[src/rtl/homomorphic_multiply_sequencer.sv]
// Sequences ciphertext-1 then ciphertext-2 row reads into the multiplier and counts partial results.
// Optional DRAIN watchdog enabled by defining HM_SEQ_WATCHDOG_EN.
module homomorphic_multiply_sequencer #(
  parameter int DIMENSION        = 1,
  parameter int CIPHERTEXT_WIDTH = 10,
  parameter int TIMEOUT_CYCLES   = 64
) (
  input  logic                        clk,
  input  logic                        rst_n,
  input  logic                        start,
  output logic                        ct1_rd_en,
  output logic [DIMENSION:0]          ct1_rd_addr,
  input  logic [CIPHERTEXT_WIDTH-1:0] ct1_rd_data,
  output logic                        ct2_rd_en,
  output logic [DIMENSION:0]          ct2_rd_addr,
  input  logic [CIPHERTEXT_WIDTH-1:0] ct2_rd_data,
  output logic [CIPHERTEXT_WIDTH-1:0] mul_ct1_entry,
  output logic [CIPHERTEXT_WIDTH-1:0] mul_ct2_entry,
  output logic                        mul_one_en,
  output logic                        mul_two_en,
  output logic [DIMENSION:0]          mul_one_row,
  output logic [DIMENSION:0]          mul_two_row,
  input  logic                        mul_result_en,
  output logic                        busy,
  output logic                        done,
  output logic                        err,
  output logic [DIMENSION+1:0]        result_count
);

  localparam int ROW_W = DIMENSION + 1;
  localparam int CNT_W = DIMENSION + 2;
  localparam logic [ROW_W-1:0] LAST_ROW = ROW_W'(DIMENSION);
  localparam logic [CNT_W-1:0] FULL     = CNT_W'(DIMENSION + 1);

  localparam logic [2:0] S_IDLE  = 3'd0;
  localparam logic [2:0] S_LOAD1 = 3'd1;
  localparam logic [2:0] S_LOAD2 = 3'd2;
  localparam logic [2:0] S_DRAIN = 3'd3;
  localparam logic [2:0] S_DONE  = 3'd4;

  logic [2:0]       state;
  logic [2:0]       state_next;
  logic [ROW_W-1:0] row;
  logic             row_last;
  logic             drain_complete;
  logic             wd_expired;

  assign row_last = (row == LAST_ROW);

  // Completion is seen in the same cycle as the final pulse, so DONE follows the counting edge.
  assign drain_complete = (result_count == FULL) ||
                          (mul_result_en && (result_count == FULL - CNT_W'(1)));

  assign busy          = (state != S_IDLE);
  assign done          = (state == S_DONE);
  assign ct1_rd_en     = (state == S_LOAD1);
  assign ct2_rd_en     = (state == S_LOAD2);
  assign ct1_rd_addr   = ct1_rd_en ? row : '0;
  assign ct2_rd_addr   = ct2_rd_en ? row : '0;
  assign mul_ct1_entry = ct1_rd_data;
  assign mul_ct2_entry = ct2_rd_data;

  always_comb begin
    state_next = state;
    case (state)
      S_IDLE:  if (start) state_next = S_LOAD1;
      S_LOAD1: if (row_last) state_next = S_LOAD2;
      S_LOAD2: if (row_last) state_next = S_DRAIN;
      S_DRAIN: if (drain_complete || wd_expired) state_next = S_DONE;
      S_DONE:  state_next = S_IDLE;
      default: state_next = S_IDLE;
    endcase
  end

  always_ff @(posedge clk or negedge rst_n) begin
    if (!rst_n) state <= S_IDLE;
    else        state <= state_next;
  end

  always_ff @(posedge clk or negedge rst_n) begin
    if (!rst_n) begin
      row <= '0;
    end else if ((state == S_LOAD1) || (state == S_LOAD2)) begin
      row <= row_last ? '0 : row + ROW_W'(1);
    end else begin
      row <= '0;
    end
  end

  // Multiplier strobes trail the read strobes by one cycle to line up with read data.
  always_ff @(posedge clk or negedge rst_n) begin
    if (!rst_n) begin
      mul_one_en  <= 1'b0;
      mul_two_en  <= 1'b0;
      mul_one_row <= '0;
      mul_two_row <= '0;
    end else begin
      mul_one_en  <= ct1_rd_en;
      mul_two_en  <= ct2_rd_en;
      mul_one_row <= ct1_rd_addr;
      mul_two_row <= ct2_rd_addr;
    end
  end

  always_ff @(posedge clk or negedge rst_n) begin
    if (!rst_n) begin
      result_count <= '0;
    end else if (state == S_IDLE) begin
      if (start) result_count <= '0;
    end else if (mul_result_en && (result_count != FULL)) begin
      result_count <= result_count + CNT_W'(1);
    end
  end

`ifdef HM_SEQ_WATCHDOG_EN
  localparam int WD_W = $clog2(TIMEOUT_CYCLES) + 1;
  localparam logic [WD_W-1:0] WD_LAST = WD_W'(TIMEOUT_CYCLES - 1);

  logic [WD_W-1:0] wd_cnt;

  assign wd_expired = (state == S_DRAIN) && !drain_complete && (wd_cnt == WD_LAST);

  always_ff @(posedge clk or negedge rst_n) begin
    if (!rst_n)                 wd_cnt <= '0;
    else if (state == S_DRAIN)  wd_cnt <= wd_cnt + WD_W'(1);
    else                        wd_cnt <= '0;
  end

  always_ff @(posedge clk or negedge rst_n) begin
    if (!rst_n)                          err <= 1'b0;
    else if ((state == S_IDLE) && start) err <= 1'b0;
    else if (wd_expired)                 err <= 1'b1;
  end
`else
  assign wd_expired = 1'b0;
  assign err        = 1'b0;

  // Keeps TIMEOUT_CYCLES referenced when the watchdog is compiled out.
  if (TIMEOUT_CYCLES < 1) begin : g_timeout_unused
  end
`endif

endmodule
[config.mk]
export PLATFORM = sky130hd
export DESIGN_NAME = homomorphic_multiply_sequencer
export DESIGN_NICKNAME = d
export VERILOG_FILES = /design/src/rtl/homomorphic_multiply_sequencer.sv
export SDC_FILE = /design/constraint.sdc
export NUM_CORES = 1
export LEC_CHECK = 0
export CORE_ASPECT_RATIO = 0.6
export CORE_MARGIN = 4
export CORE_UTILIZATION = 35
export DETAILED_ROUTE_END_ITERATION = 10
export PLACE_DENSITY = 0.84
export SLEW_MARGIN = 10
export SYNTH_ARGS = -nofsm -noshare
export SYNTH_HDL_FRONTEND = slang
export SYNTH_SLANG_ARGS = --single-unit
[constraint.sdc]
create_clock -name clk -period 4.07 [get_ports clk]
set_input_delay 0.814 -clock clk [delete_from_list [all_inputs] [get_ports clk]]
set_output_delay 0.814 -clock clk [all_outputs]
set_load 0.1 [all_outputs]
After elaboration in Yosys (flattened, before gate mapping):

Index checks and enable logic that the tools add are counted.

* latch bits: 0
* output and inout port bits: 38
* memories: 0
* logic and storage cells: 42
* register bits: 14
* RAM bits: 0
* memory bits (read-only): 0
* input port bits: 24

* add/sub/neg operators: 2
* reductions and logical operators: 9
* bitwise logic cells: 0
* mux-type cells: 12
* div/mod/pow operators: 0
* $lt $le $gt $ge: 0
* multiply operators: 0
* shift operators: 0
* equality and inequality tests: 12

Operators by type and width (count)
* 3-bit 2-to-1 mux: 7
* 3-bit case mux with 4 select lines: 1
* 3-bit by 2-bit == test with 1-bit output, second input constant: 3
* 2-bit 2-to-1 mux: 4
* 3-bit by 1-bit == test with 1-bit output, second input constant: 2
* 2-bit by 1-bit != test with 1-bit output, second input constant: 2
* 2-bit != test, second input constant: 2
* 4-bit AND reduction: 1
* 3-bit by 1-bit adder with 3-bit output, second input constant: 1
* 3-bit == test, second input constant: 1
* 3-bit zero test: 1
* 3-bit by 2-bit != test with 1-bit output, second input constant: 1
* 3-bit nonzero test: 1
* 2-bit by 1-bit adder with 2-bit output, second input constant: 1
* 2-bit by 1-bit == test with 1-bit output, second input constant: 1
* 1-bit logical AND: 2
* 1-bit logical OR: 2
* 2-bit AND reduction: 1
* 2-bit nonzero test: 1

Longest topological paths before layout:

* depth in word-level cells: 5
* depth in mapped cells: 6

Worst setup path before layout:

OpenSTA, ideal clock, no wires.

* path kind: reg-to-output
* start: register state[2]
* end: output port ct2_rd_addr[0]
* data arrival time: 2809 ps
* slack: 447 ps
* cell stages (with the launch flop): 4
* data required time: 3256 ps
* cells stage by stage: dfrtp_1 nand2b_1 nor2_1 and2_1

* cells in the longest elaborated chain, start to end: 2

RTL lines
* from (decl): line 41 `logic [2:0] state;`
* from (signal assigned): line 77 `else state <= state_next;`
* 3-bit by 2-bit == test with 1-bit output: line 57 `assign ct2_rd_en = (state == S_LOAD2);`
* named net ct2_rd_en: line 14 `output logic ct2_rd_en,`
* 2-bit 2-to-1 mux: line 59 `assign ct2_rd_addr = ct2_rd_en ? row : '0;`
* to (decl): line 15 `output logic [DIMENSION:0] ct2_rd_addr,`

The timed path passes the listed nets, and every way through them passes these cells.

Worst setup path after layout:

* start: register state[0]
* end: output port ct1_rd_en

* cells in the longest elaborated chain, start to end: 1

RTL lines
* 3-bit by 1-bit == test with 1-bit output: line 56 `assign ct1_rd_en = (state == S_LOAD1);`
* to (decl): line 11 `output logic ct1_rd_en,`

Every way passes these cells.

==> impl_metrics.toml <==
[outcome]
status = "completed"

[cts]
h-tree-depth = 1
clock_path_buffers = 2
cts_buffers = 3
cts_tree = "done"
post_cts_buffers = 0
cts-root-buf = "clkbuf_8"
numClockSinks = 14
cts_resized = 0
clk_latency_ns = 0.23
cts_hold_buf = 0
clk_pin_slew_ns = 0.05

[global_routing]
grt_max_degree = 15
track_usage_pct = 8.871
antenna_found_initial = 0
grt_pass1_wl_mm = 2.083
grt_pass1_vias = 457
grt_overflow_total = 0

[critical_path]
crit_slowest_cell = "clkdlybuf4s50_1"
max_stage_delay_ns = 1.13
end_kind = "primary output"
crit_fanout = 7
r2r_cells = 6
regToRegSetupSlack_ns = 2.54
r2r_end = "state[1]"
reg2reg_from = "result_count[0]"
startpoint_type = "register"
cp_data_arrival_time_ns = 2.19
path_cells = "nor2b_1, and2b_2, clkdlybuf4s50_1"
required_ns = 3.26
crit_type = "reg2out"

[die]
io_pins = 62
die_w_um = 69.22
dieHeight_um = 44.73
dieArea_mm2 = 0.003096
design.core.area_mm2 = 0.001982
fp-row-count = 12
initial_core_util_pct = 39.71

[worst_hold_path]
holdPathStages = 1
hold_path_class = "reg2reg"
min_to = "row[0]"
hp-start = "row[0]"

[drt]
drt_wl_total_mm = 1.243
routedWlPerCell_um = 11.62
drt_iter0_drc = 6
viasPerCell = 4.364
first_pass_iters = 4
ant_nets = 0
drc = 0
num_vias = 467

[placed_design]
place_hpwl_mm = 1.017
place_area_um2 = 843.3
portBuffers = 20
post-place-cells = 104
gp_congestion = 0.8904

[final_layout]
synthToLayoutAreaGrowth_pct = 12.40
final-instance-count-excl-fill = 107
multi_input_area_um2 = 252.7
ff_latch_area_um2 = 350.3
fin_nets = 108
design_area_um2 = 884.6
num_antenna_cells = 0
layout-drive-gt1-share_pct = 13.92
n_fill_cell = 189

[sta]
clock_skew_ns = 0.003130
rsz0062_at_grt = "no"
worst_slew_pin_slew_ns = 0.9720
relSlewSlack_pct = 35.00
final_hold_viol_count = 0
min_period_over_period_pct = 73.75
fin_crit_ns = 3.002
maxSlewViolCount = 0
tns_ns = 0
setup_viol = 0
fmax_mhz = 333.2

[yosys]
ys_warn_count = 0
ys_ff_latch = 14
syn_area_um2 = 787.0
synth_cells = 78
yosysUniqueCellTypes = 26
syn_avg_cell_area_um2 = 10.09
syn_nets = 105
ys_seq_area_share_pct = 44.52

[run]
max-cap-violations = 0
==> placed cells by master, fill, tap and decap left out, types with 2 or more instances in the layout <==
cell             synthesis  routed
nor3_1                   2       2
o21ai_0                  2       2
nand2_1                  2       2
clkbuf_8                 0       3
nor2_1                   4       4
dfrtp_1                 14      14
ha_1                     3       3
a21oi_1                  3       3
inv_1                    4       4
nor2b_1                  2       2
nand2b_1                 2       2
buf_4                   21       4
clkdlybuf4s50_1          0      16
and2_1                   5       5
==> kinds of logic (layout without fill, tap and decap cells) <==
logic type | Yosys count | in the layout | synth area share, %
AND/OR/NAND/NOR | 22 | 22 | 16.06
other | 1 | 1 | 0.4765
adder cells (fa/ha/maj) | 3 | 3 | 4.770
multiplexers | 2 | 2 | 2.703
buffers and inverters | 26 | 27 | 23.37
flip-flops | 14 | 14 | 44.52
XOR/XNOR | 1 | 1 | 1.113
AO/OA/AOI/OAI | 9 | 9 | 6.996
==> through the flow <==
step | setup slack (ns) | utilization, % | hold slack, ns
floorplan | 0.4469 | - | 0.4331
global placement | 1.343 | 42.55 | 0.4736
detailed placement | 1.304 | 42.55 | 0.4769
CTS | 1.044 | 44.63 | 0.4838
global route | 0.9003 | 44.63 | 0.5094
finish | 1.068 | 44.63 | 0.4765
==> cells in the mapped netlist (all sizes together) <==
cell type  number  area, um^2
and2            6       38.79
mux2            1       11.26
a22o            1       8.760
or3b            1       8.760
ha              3       37.54
nor3            2       10.01
nand2b          2       12.51
mux2i           1       10.01
a21o            1       7.510
buf            22       168.9
nor2            5       21.27
dfrtp          14       350.3
conb            1       3.750
o21ai           2       10.01
a22oi           1       7.510
and2b           1       8.760
nor2b           2       12.51
nand2           2       7.510
o22ai           1       6.260
or3             1       6.260
inv             4       15.01
a21oi           3       15.01
xnor2           1       8.760
==> state kept, by name, summed over array words and instances, names as in the netlist <==
name	cells
result_count	3
mul_two_en	1
row	2
mul_two_row	2
mul_one_row	2
state	3
mul_one_en	1
==> metal layers <==
layer / vias to the layer above / global-route usage, % / wire (um)
met5: - / 0 / 0
met4: 0 / 3.113 / 4
met3: 2 / 6.889 / 125
met2: 23 / 12.69 / 529
met1: 211 / 10.12 / 584
li1: 231 / - / -
==> final cells by class <==
cell class / instances / share of cell area, %
clock buffer: 3 / 4.668
inverter: 4 / 1.697
timing repair buffer: 20 / 21.50
tap: 28 / 3.960
sequential: 14 / 39.60
multi-input combinational: 38 / 28.57
==> worst max-delay path, delay by kind of cell, from the launching register on <==
family,cells,cell delay (ns)
and+or+nand+nor,2,0.38
buffers and inverters,1,1.13
DFF,1,0.44
==> worst max-delay path by stage <==
stage,start,cells after the start,end
5_1_grt,state[2],3,ct2_rd_en
4_1_cts,state[0],3,ct1_rd_en
3_5_place_dp,state[0],3,ct1_rd_en
6_report,state[0],3,ct1_rd_en
2_1_floorplan,state[2],3,ct2_rd_addr[0]
3_3_place_gp,state[2],3,ct2_rd_en
Power is left out: the tool's default activity adds up to more than one toggle a clock period on the data nets, which glitch-free logic cannot reach.
